<file path="config.mk">
export PLATFORM = sky130hd
export DESIGN_NAME = cdb_arbiter
export DESIGN_NICKNAME = d
export VERILOG_FILES = /design/src/rtl/cdb_arbiter.sv
export SDC_FILE = /design/constraint.sdc
export NUM_CORES = 1
export LEC_CHECK = 0
export CAP_MARGIN = 20
export CORE_AREA = 2 2 164 166
export DETAILED_ROUTE_END_ITERATION = 7
export DIE_AREA = 0 0 166 168
export HOLD_SLACK_MARGIN = 0.05
export PLACE_DENSITY_LB_ADDON = 0.2
export SKIP_CTS_REPAIR_TIMING = 1
export SYNTH_ARGS = -nofsm -noshare
export SYNTH_HDL_FRONTEND = slang
export SYNTH_SLANG_ARGS = --single-unit
</file>
<file path="constraint.sdc">
create_clock -name clk -period 4.85 [get_ports clk]
set_input_delay 1.455 -clock clk [delete_from_list [all_inputs] [get_ports clk]]
set_output_delay 1.455 -clock clk [all_outputs]
set_load 0.02 [all_outputs]
</file>
<file path="src/rtl/cdb_arbiter.sv">
// Complete stage: round-robin arbitration of FU results onto the common data bus.
// Results squashed by branch recovery are dropped; the bus output is registered.
module cdb_arbiter #(
    parameter int NUM_FU    = 4,
    parameter int PRF_IDX_W = 6,
    parameter int ROB_IDX_W = 5,
    parameter int BR_MASK_W = 4
) (
    input  logic                              clk,
    input  logic                              rst_n,
    input  logic [NUM_FU-1:0]                 fu_done_i,
    input  logic [NUM_FU*64-1:0]              fu_result_i,
    input  logic [NUM_FU*PRF_IDX_W-1:0]       fu_dest_tag_i,
    input  logic [NUM_FU*(ROB_IDX_W+1)-1:0]   fu_rob_idx_i,
    input  logic [NUM_FU*BR_MASK_W-1:0]       fu_br_mask_i,
    input  logic                              rob_br_recovery_i,
    input  logic                              rob_br_pred_correct_i,
    input  logic [BR_MASK_W-1:0]              rob_br_tag_fix_i,
    output logic [NUM_FU-1:0]                 fu_stall_o,
    output logic                              cdb_valid_o,
    output logic [63:0]                       cdb_result_o,
    output logic [PRF_IDX_W-1:0]              cdb_tag_o,
    output logic [ROB_IDX_W:0]                cdb_rob_idx_o,
    output logic [BR_MASK_W-1:0]              cdb_br_mask_o
);

    localparam int PTR_W = (NUM_FU > 1) ? $clog2(NUM_FU) : 1;
    localparam int RW    = ROB_IDX_W + 1;

    logic [63:0]           res  [NUM_FU];
    logic [PRF_IDX_W-1:0]  tag  [NUM_FU];
    logic [RW-1:0]         rob  [NUM_FU];
    logic [BR_MASK_W-1:0]  mask [NUM_FU];

    for (genvar g = 0; g < NUM_FU; g++) begin : g_unpack
        assign res[g]  = fu_result_i[64*g +: 64];
        assign tag[g]  = fu_dest_tag_i[PRF_IDX_W*g +: PRF_IDX_W];
        assign rob[g]  = fu_rob_idx_i[RW*g +: RW];
        assign mask[g] = fu_br_mask_i[BR_MASK_W*g +: BR_MASK_W];
    end

    logic [PTR_W-1:0]  rr_ptr;
    logic [PTR_W-1:0]  rr_nxt;
    logic [PTR_W-1:0]  gidx;
    logic [NUM_FU-1:0] cand;
    logic [NUM_FU-1:0] grant;
    logic              found;
    logic [BR_MASK_W-1:0] sel_mask;

    // Scan starts at rr_ptr; recovery suppresses every grant this cycle.
    always_comb begin
        int idx;
        idx   = 0;
        cand  = '0;
        grant = '0;
        gidx  = '0;
        found = 1'b0;
        for (int i = 0; i < NUM_FU; i++) begin
            cand[i] = fu_done_i[i] &
                      ~(rob_br_recovery_i & |(mask[i] & rob_br_tag_fix_i));
        end
        if (!rob_br_recovery_i) begin
            for (int off = 0; off < NUM_FU; off++) begin
                idx = (int'(rr_ptr) + off) % NUM_FU;
                if (!found && cand[idx]) begin
                    found      = 1'b1;
                    grant[idx] = 1'b1;
                    gidx       = PTR_W'(idx);
                end
            end
        end
    end

    assign fu_stall_o = fu_done_i & ~grant;
    assign rr_nxt     = (gidx == PTR_W'(NUM_FU - 1)) ? '0 : gidx + 1'b1;
    assign sel_mask   = rob_br_pred_correct_i ? (mask[gidx] & ~rob_br_tag_fix_i)
                                              : mask[gidx];

    always_ff @(posedge clk or negedge rst_n) begin
        if (!rst_n) begin
            rr_ptr        <= '0;
            cdb_valid_o   <= 1'b0;
            cdb_result_o  <= '0;
            cdb_tag_o     <= '0;
            cdb_rob_idx_o <= '0;
            cdb_br_mask_o <= '0;
        end else if (found) begin
            rr_ptr        <= rr_nxt;
            cdb_valid_o   <= 1'b1;
            cdb_result_o  <= res[gidx];
            cdb_tag_o     <= tag[gidx];
            cdb_rob_idx_o <= rob[gidx];
            cdb_br_mask_o <= sel_mask;
        end else begin
            cdb_valid_o   <= 1'b0;
            cdb_result_o  <= '0;
            cdb_tag_o     <= '0;
            cdb_rob_idx_o <= '0;
            cdb_br_mask_o <= '0;
        end
    end

endmodule

</file>
==> run_results.csv, run 1 <==
group,metric,value,unit
place,preCtsSetupSlack,-885.8,ps
critical_path,worstPathCellList,"clkdlybuf4s50_1 -> a32o_2 -> a21bo_4 -> a221o_1 -> a221oi_2 -> buf_2",
critical_path,r2r_setup_slack,2060,ps
critical_path,end_kind,"output port",
drt,drt_iter0_markers,410,
place,placed_area,11010,µm²
cells_and_area,fill_cells,2640,
floorplan,die-area,27890,µm²
cells_and_area,final_common_cell,"clkdlybuf4s50_1",
critical_path,critical_path_class,"in -> out",
timing,finalHoldViolations,0,
yosys,syn_nets,1032,
worst_hold_path,hp-start,"rr_ptr[1]",
drt,drc,0,
critical_path,rr_startpoint,"rr_ptr[0]",
global_routing,grt_pass1_wl,44790,µm
critical_path,cp_slowest_cell,"clkdlybuf4s50_1",
drt,drt_first_pass_iters,5,
timing,rsz0062_at_grt,"no",
timing,fmax,210.1,MHz
floorplan,fp-row-count,60,
critical_path,critPathLaunchType,"input port",
clocking,root_buffer,"clkbuf_16",
power,pwr_density_cell,459.2,nW/µm²
outcome,outcome,"finished clean",
timing,slew_viol_final,0,
global_routing,grt_max_degree,89,
timing,period_minus_slack,4759,ps
flow_run,maxCapViolCount,0,
yosys,synth_edf_count,0,
timing,fin_crit_sh,98.12,%
critical_path,cp.buffers_inverters,2,
worst_hold_path,min_to,"rr_ptr[1]",
clocking,clock-sinks,83,
timing,slew_headroom,33.27,%
drt,routed-via-count,7527,
clocking,clock_latency,340,ps
cells_and_area,antenna_cells,0,
critical_path,critPathTopFamily,"compound AO/OA/AOI/OAI gates",
place,place_congestion,0.8397,
cells_and_area,regArea,2077,µm²
yosys,synth_warnings,0,
floorplan,start_util,23.89,%
floorplan,design.core.area,26350,µm²
floorplan,chipHeight,168,µm
yosys,ys_seq_area_share,33.00,%
timing,fin_setup_tns,0,ps
clocking,htreeDepth,3,
yosys,synth_area_leaders,"dfrtp_1 33%, a32oi_1 22%, and2_1 10%, o22ai_1 7.8%, and2_0 5.7%",
critical_path,crit_required,3390,ps
clocking,cts_tree,"done",
floorplan,die_w,166,µm
critical_path,max_stage_delay,500,ps
yosys,synth.largest_area_cell,"dfrtp_1",
drt,wl_per_cell,21.23,µm
global_routing,antenna_found_initial,0,
yosys,ys.flop_type,"dfrtp_1",
timing,setup-violations-final,0,
place,dp_hpwl,21630,µm
timing,worst_slack,91.39,ps
critical_path,cp_max_fo,5,
drt,ant_nets,0,
yosys,syn_inst,692,
place,dp.cells,1412,
cells_and_area,design_area,11410,µm²
cells_and_area,final_nets,1424,
clocking,cts_buffers,9,
global_routing,grt.overflow.total,0,
drt,wirelength,30360,µm
yosys,synth-async-reset-ratio,100.0,%
clocking,cts_buffer_depth,2,
cells_and_area,drive_gt1_share,10.56,%
floorplan,io_pins,417,
timing,worstMarginPinSlew,1001,ps
critical_path,rr_worst_depth,11,
yosys,syn_area,6295,µm²
drt,via_per_inst,5.264,
cells_and_area,final_cell_mix,"387 x clkdlybuf4s50_1, 157 x a32oi_1, 103 x and2_1, 83 x dfrtp_1, 77 x o22ai_1",
yosys,syn_area_per_cell,9.097,µm²
yosys,synth_top_area_share,33.00,%
global_routing,grt_use_total,20.48,%
timing,hold_slack,759.6,ps
clocking,cts.clk_slew.worst_paths,60,ps
yosys,synth_seq_cells,83,
worst_hold_path,holdPathStages,3,
power,ir_worst_vdd,0.4513,mV
cells_and_area,area_delta_synth_final,81.28,%
global_routing,grt_pass1_vias,7294,
critical_path,arrival,3300,ps
cells_and_area,multi_input_area,3874,µm²
critical_path,r2r-end,"cdb_br_mask_o[0]",
timing,final.setup_skew,11.27,ps
power,power.leakage,4.387,nW
place,io_buffers,416,
worst_hold_path,hp-class,"reg -> reg",
yosys,synth_cell_types,55,
cells_and_area,final_cell_count_no_fill,1430,
==> power breakdown <==
part	total, W	switching, W	internal (W)	leakage (nW)
clock	0.000667	0.000317	0.000350	0.118
sequential	0.00109	0.0000870	0.000999	1.06
combinational	0.00349	0.00194	0.00154	3.21
total	0.00524	0.00235	0.00289	4.39
==> per-layer routing <==
layer / global-route usage [%] / wire length [µm]
met4: 5.444 / 589
met3: 5.148 / 1992
met2: 34.96 / 15080
met1: 25.80 / 12700
met5: 0 / 0
==> registers in the layout, indices dropped and copies added, names as in the netlist <==
register,flops
cdb_tag_o,6
rr_ptr,2
cdb_valid_o,1
cdb_br_mask_o,4
cdb_rob_idx_o,6
cdb_result_o,64
==> worst max-delay path by stage <==
stage / start / end / slack [ps] / depth (start not counted)
final: fu_done_i[2] / fu_stall_o[2] / 90 / 6
after global routing: fu_br_mask_i[4] / fu_stall_o[1] / 2 / 10
after CTS: rob_br_tag_fix_i[2] / fu_stall_o[2] / -900 / 9
after detailed placement: rob_br_tag_fix_i[2] / fu_stall_o[2] / -890 / 9
after global placement: rob_br_tag_fix_i[2] / fu_stall_o[2] / -920 / 9
after floorplan: fu_br_mask_i[3] / fu_stall_o[2] / 140 / 7
==> cells by family (layout without fill, tap and decap cells) <==
group                      Yosys count  in the layout  synth area share, %
AOI/OAI and AO/OA                  293            293                38.02
and+or+nand+nor                    204            204                19.50
buffers and inverters              102            499                7.553
DFF                                 83             83                33.00
adders and majority gates            8              8                1.590
muxes                                2              2               0.3379
==> stage by stage <==
step,util [%],power (W)
detailed placement,41.79,0.004567
global placement,41.79,0.004577
CTS,42.83,0.005256
floorplan,-,0.002967
finish,43.30,0.005240
global route,43.30,0.005551
==> cell usage after synthesis (3+ instances only) <==
library cell / n
nor3_1: 4
buf_2: 17
a221o_1: 3
ha_1: 8
o21ai_0: 3
clkbuf_1: 65
a221oi_1: 7
nor2_1: 4
nand3_1: 4
a211oi_1: 4
a21oi_1: 8
nor2b_1: 6
a32oi_1: 157
inv_1: 9
nand2_1: 15
a22o_1: 8
dfrtp_1: 83
buf_6: 9
o22ai_1: 78
and2_1: 105
and2_0: 57
==> area by class of cell <==
class / count / share of cell area [%]
clock buffers: 11 / 2.039
multi-input cells: 507 / 33.95
clock inverters: 5 / 0.3399
flip-flops and latches: 83 / 18.20
inverters: 9 / 0.3180
repair buffers: 474 / 41.41
well taps: 341 / 3.739
==> worst reg2reg max path: cells and delay by family, from the launching register on <==
kind | cells | cell delay (ps)
simple gates | 3 | 790
compound gates | 3 | 520
flops | 1 | 340
fa+ha+maj | 1 | 390
buf+inv | 4 | 640
No activity file was read; power rests on OpenSTA's default activity.
==> run 2, diff against run 1 <==
- clock period: 4.85 -> 5.1 ns (I/O delays scaled with it)
==> run 2 against run 1 <==
Compared with the run above:
- register-to-register slack better by 120 ps
- non-clock buffer count decreased by 1
- cell area about the same
- sequential power down 6%
- via count rose by 0.68%
- wire length grew 0.87%
- combinational power decreased by 5.7%
- setup slack improved by 16 ps
- largest cell class unchanged
- sequential share of layout area barely moved
==> run_results.csv, run 2 (same netlist as run 1, synthesis figures left out) <==
group,metric,value,unit
cells_and_area,drive_gt1_share,10.11,%
power,cellInternalPower,0.002783,W
timing,slew_viol_final,0,
critical_path,end_kind,"output port",
cells_and_area,multi_input_area,3855,µm²
critical_path,worstSetupStartpoint,"fu_done_i[1]",
power,pwr-share-clk,13.8,%
cells_and_area,regArea,2077,µm²
critical_path,critPathLaunchType,"input port",
cells_and_area,area_delta_synth_final,81.44,%
power,p_switching,0.002227,W
timing,finalHoldViolations,0,
timing,fmax,200.3,MHz
critical_path,critical_path_class,"in -> out",
critical_path,rr_startpoint,"rr_ptr[1]",
drt,routed-via-count,7578,
clocking,cts_buffers,9,
place,placed_area,10990,µm²
cells_and_area,largest_reg_flops,64,
critical_path,arrival,3460,ps
drt,wirelength,30620,µm
clocking,cts_buffer_depth,2,
timing,final.setup_skew,13.73,ps
drt,wl_per_cell,21.40,µm
critical_path,cp_num_cells,9,
clocking,cts.clk_slew.worst_paths,60,ps
place,place_congestion,0.8484,
cells_and_area,final_cell_count_no_fill,1431,
floorplan,chipHeight,168,µm
critical_path,rr_worst_depth,11,
drt,drc,0,
timing,worstMarginPinSlew,952.3,ps
timing,rsz0062_at_grt,"no",
timing,period_minus_slack,4993,ps
critical_path,max_stage_delay,450,ps
floorplan,fp-row-count,60,
global_routing,grt.overflow.total,0,
power,ir_worst_vdd,0.3048,mV
place,io_buffers,416,
drt,drt_first_pass_iters,5,
power,comb_power_share,65.6,%
global_routing,grt_max_degree,144,
clocking,cts_tree,"done",
clocking,htreeDepth,3,
critical_path,r2r_setup_slack,2180,ps
critical_path,critPathTopFamily,"compound AO/OA/AOI/OAI gates",
power,seqPwrFrac,20.6,%
cells_and_area,final_cell_mix,"389 x clkdlybuf4s50_1, 157 x a32oi_1, 105 x and2_1, 83 x dfrtp_1, 77 x o22ai_1",
power,pwr_density_cell,438.7,nW/µm²
floorplan,design.core.area,26350,µm²
power,sw_frac_of_total,44.45,%
drt,ant_nets,0,
global_routing,grt_pass1_wl,45670,µm
clocking,clock_latency,350,ps
timing,slew_headroom,36.52,%
place,dp_hpwl,21750,µm
cells_and_area,design_area,11420,µm²
place,dp.cells,1412,
timing,fin_crit_sh,97.90,%
cells_and_area,fill_cells,2645,
cells_and_area,final_util,43.34,%
critical_path,cp.buffers_inverters,4,
floorplan,die-area,27890,µm²
worst_hold_path,hp-class,"reg -> reg",
cells_and_area,final_nets,1423,
floorplan,die_w,166,µm
cells_and_area,regMostFlops,"cdb_result_o",
flow_run,maxCapViolCount,0,
critical_path,path_common_cell,"buf_4",
critical_path,worstSetupEndpoint,"fu_stall_o[0]",
critical_path,crit_required,3570,ps
timing,setup-violations-final,0,
critical_path,cp_max_fo,4,
clocking,root_buffer,"clkbuf_16",
critical_path,r2r-end,"cdb_result_o[3]",
floorplan,start_util,23.89,%
drt,drt_iter0_markers,496,
clocking,clock-sinks,83,
cells_and_area,top_regs,"cdb_result_o (64), cdb_rob_idx_o (6), cdb_tag_o (6)",
global_routing,grt_pass1_vias,7452,
critical_path,cp_slowest_cell,"clkdlybuf4s50_1",
power,power.leakage,4.375,nW
cells_and_area,final_common_cell,"clkdlybuf4s50_1",
global_routing,antenna_found_initial,1,
drt,via_per_inst,5.296,
outcome,outcome,"finished clean",
floorplan,io_pins,417,
critical_path,worstPathCellList,"clkdlybuf4s50_1 -> inv_1 -> buf_4 -> nor3_1 -> a22oi_2 -> a31oi_4 -> a221o_1 -> a221oi_2 -> buf_4",
global_routing,grt_use_total,20.92,%
## run 2: metrics by stage
stage          hold WS [ps]  setup slack, ps  power, W  setup TNS (ps)
2_1_floorplan         895.7            76.43  0.002807               0
3_3_place_gp          752.1            -1032  0.004306           -3743
3_5_place_dp          750.5           -985.4  0.004290           -3635
4_1_cts               763.7           -994.0  0.005009           -3679
5_1_grt               803.6            6.277  0.005310               0
6_report              774.2            107.2  0.005010               0
## run 2: tightest hold or removal path: cells and delay by family, from the launching register on
| kind | cells | cell delay (ps) |
|---|---|---|
| compound gates | 1 | 100 |
| flops | 1 | 370 |
| buf+inv | 2 | 270 |
## run 2: routing by layer
metal	share of wire [%]	up-vias	routed length (µm)	GRT usage (%)
met5	0	-	0	0
met4	2.0	0	618	5.936
met3	7.4	40	2278	6.159
met2	49	320	15120	35.20
met1	41	3679	12610	26.08
li1	-	3539	-	-
## run 2: final cells by class
cell class | instances | area share, %
Multi-Input combinational cell | 507 | 33.75
Timing Repair Buffer | 473 | 41.30
Antenna cell | 2 | 0.04382
Tap cell | 341 | 3.736
Sequential cell | 83 | 18.19
Clock buffer | 11 | 2.125
Clock inverter | 5 | 0.5368
Inverter | 9 | 0.3177
## run 2: how the worst min path moves through the flow
| stage | start | to | cells past startpoint |
|---|---|---|---|
| after detailed placement | rr_ptr[0] | rr_ptr[0] | 2 |
| final | rr_ptr[1] | rr_ptr[1] | 3 |
| after global routing | rr_ptr[0] | rr_ptr[0] | 2 |
| after global placement | rr_ptr[0] | rr_ptr[0] | 2 |
| after CTS | rr_ptr[0] | rr_ptr[0] | 2 |
| after floorplan | rr_ptr[0] | rr_ptr[0] | 2 |
## run 2: power groups by stage
stage               Clock (W)  Combinational (W)  Sequential [W]
finish               0.000690            0.00329         0.00103
global route         0.000740            0.00351         0.00106
CTS                  0.000716            0.00326         0.00103
detailed placement          0            0.00325         0.00104
global placement            0            0.00327         0.00104
floorplan                   0            0.00137         0.00143
==> run 3, diff against run 2 <==
- ABC_CLOCK_PERIOD_IN_PS: default -> 5100
- CORE_AREA: 2 2 164 166 -> 4 4 161 163
- DIE_AREA: 0 0 166 168 -> 0 0 165 167
==> run 3 against run 2 <==
Compared with the run above:
- count of clock-buffer cells in the layout is 2 lower
- flip-flop and latch count is the same
- power grew 0.53%
- hold slack worse by 10 ps
- clock skew down 4.4 ps
- sequential power is essentially flat
- critical path depth up 2
- non-clock buffer count is 4 higher
- critical path type unchanged
- sequential share of layout area fell by 0.069 points
==> run_results.csv, run 3 (same netlist as run 1, synthesis figures left out) <==
group,metric,value,unit
power,p_switching,0.002216,W
critical_path,path_common_cell,"buf_6",
place,io_buffers,416,
floorplan,chipHeight,167,µm
timing,slew_viol_final,0,
global_routing,antenna_found_initial,3,
clocking,htreeDepth,3,
floorplan,fp-row-count,57,
critical_path,max_stage_delay,320,ps
floorplan,io_pins,417,
timing,fmax,197.6,MHz
drt,via_per_inst,5.298,
cells_and_area,final_cell_count_no_fill,1415,
cells_and_area,drive_gt1_share,10.46,%
global_routing,grt.overflow.total,0,
global_routing,busiest_layer,"met2",
cells_and_area,final_nets,1427,
global_routing,grt_use_total,21.11,%
timing,fin_setup_tns,0,ps
timing,worst_slack,39.57,ps
power,sw_frac_of_total,44.00,%
timing,setup-violations-final,0,
cells_and_area,regArea,2077,µm²
place,preCtsSetupSlack,-881.4,ps
global_routing,grt_pass1_wl,45120,µm
drt,wl_per_cell,22.05,µm
critical_path,worstSetupStartpoint,"rob_br_tag_fix_i[0]",
clocking,cts_buffers,9,
worst_hold_path,hp-start,"rr_ptr[1]",
drt,drc,0,
cells_and_area,largest_reg_flops,64,
clocking,cts.clk_slew.worst_paths,60,ps
cells_and_area,final_cell_mix,"388 x clkdlybuf4s50_1, 156 x a32oi_1, 104 x and2_1, 83 x dfrtp_1, 77 x o22ai_1",
power,pwr_density_cell,439.3,nW/µm²
place,place_congestion,0.8859,
place,dp_hpwl,22050,µm
clocking,cts_buffer_depth,2,
power,pwr-share-clk,14.1,%
critical_path,crit_required,3570,ps
power,comb_power_share,65.4,%
critical_path,cp_max_fo,5,
drt,drt_iter0_markers,566,
timing,finalHoldViolations,0,
global_routing,grt_pass1_vias,7471,
cells_and_area,top_regs,"cdb_result_o (64), cdb_rob_idx_o (6), cdb_tag_o (6)",
drt,routed-via-count,7496,
critical_path,arrival,3530,ps
critical_path,critical_path_class,"in -> out",
critical_path,worstPathCellList,"dlymetal6s2s_1 -> buf_6 -> a22o_1 -> o21ai_2 -> buf_6 -> a32oi_2 -> a21bo_4 -> a31oi_4 -> a221o_1 -> a221oi_2 -> buf_4",
critical_path,cp.buffers_inverters,4,
floorplan,start_util,25.88,%
cells_and_area,multi_input_area,3875,µm²
cells_and_area,design_area,11460,µm²
worst_hold_path,hp-class,"reg -> reg",
clocking,cts_tree,"done",
clocking,root_buffer,"clkbuf_16",
critical_path,end_kind,"output port",
power,power.leakage,4.443,nW
global_routing,grt_max_degree,98,
cells_and_area,regMostFlops,"cdb_result_o",
flow_run,maxCapViolCount,0,
place,placed_area,10960,µm²
critical_path,critPathTopFamily,"compound AO/OA/AOI/OAI gates",
global_routing,use_met3,5.635,%
global_routing,grtUsageMet2,34.78,%
clocking,clock_latency,340,ps
power,finalPower,0.005037,W
outcome,outcome,"finished clean",
cells_and_area,area_delta_synth_final,82.13,%
power,cellInternalPower,0.002820,W
critical_path,r2r_setup_slack,2080,ps
clocking,clock-sinks,83,
power,ir_worst_vdd,0.2223,mV
floorplan,die-area,27560,µm²
floorplan,design.core.area,24320,µm²
cells_and_area,final_common_cell,"clkdlybuf4s50_1",
critical_path,critPathLaunchType,"input port",
global_routing,grtUsageMet1,26.48,%
critical_path,cp_slowest_cell,"a221o_1",
timing,final.setup_skew,9.285,ps
floorplan,die_w,165,µm
timing,fin_crit_sh,99.22,%
drt,drt_first_pass_iters,6,
drt,wirelength,31210,µm
place,dp.cells,1395,
power,seqPwrFrac,20.5,%
timing,worstMarginPinSlew,1129,ps
cells_and_area,fill_cells,2404,
timing,period_minus_slack,5060,ps
drt,ant_nets,0,
critical_path,rr_startpoint,"rr_ptr[0]",
timing,slew_headroom,24.75,%
[run 3: worst paths after layout]
kind,endpoint,cells past startpoint
max,fu_stall_o[2],11
min,rr_ptr[1],3
max reg2reg,cdb_result_o[3],10
min reg2reg,rr_ptr[1],3
max in group asynchronous,cdb_result_o[43],2
min in group asynchronous,cdb_result_o[10],1
[run 3: tightest hold or removal path: stages (launching register included)]
cell	delay, ps
dfrtp_1	380
inv_1	80
buf_4	170
o22ai_1	100
[run 3: final cells by class]
class	count	area share (%)
clock inverters	5	0.6985
clock buffers	9	1.964
flip-flops and latches	83	18.12
diodes	1	0.02183
repair buffers	477	41.55
multi-input cells	507	33.80
inverters	9	0.3165
well taps	324	3.536
[run 3: power groups by stage]
stage	registers [W]	clock network (W)	logic [W]
floorplan	0.00143	0	0.00137
global placement	0.00103	0	0.00326
detailed placement	0.00105	0	0.00324
CTS	0.00104	0.000737	0.00325
global route	0.00106	0.000759	0.00352
finish	0.00103	0.000710	0.00329
[run 3: per-stage QoR]
stage	hold WS, ps	util [%]
6_report	763.8	47.14
5_1_grt	794.6	47.14
4_1_cts	762.7	46.32
3_5_place_dp	745.4	45.07
3_3_place_gp	738.4	45.07
2_1_floorplan	895.7	-
[run 3: routing by layer]
layer	share of wire (%)	up-vias
met3	8.6	56
met1	41	3531
met4	2.9	4
met5	0.070	-
li1	-	3542
met2	47	363
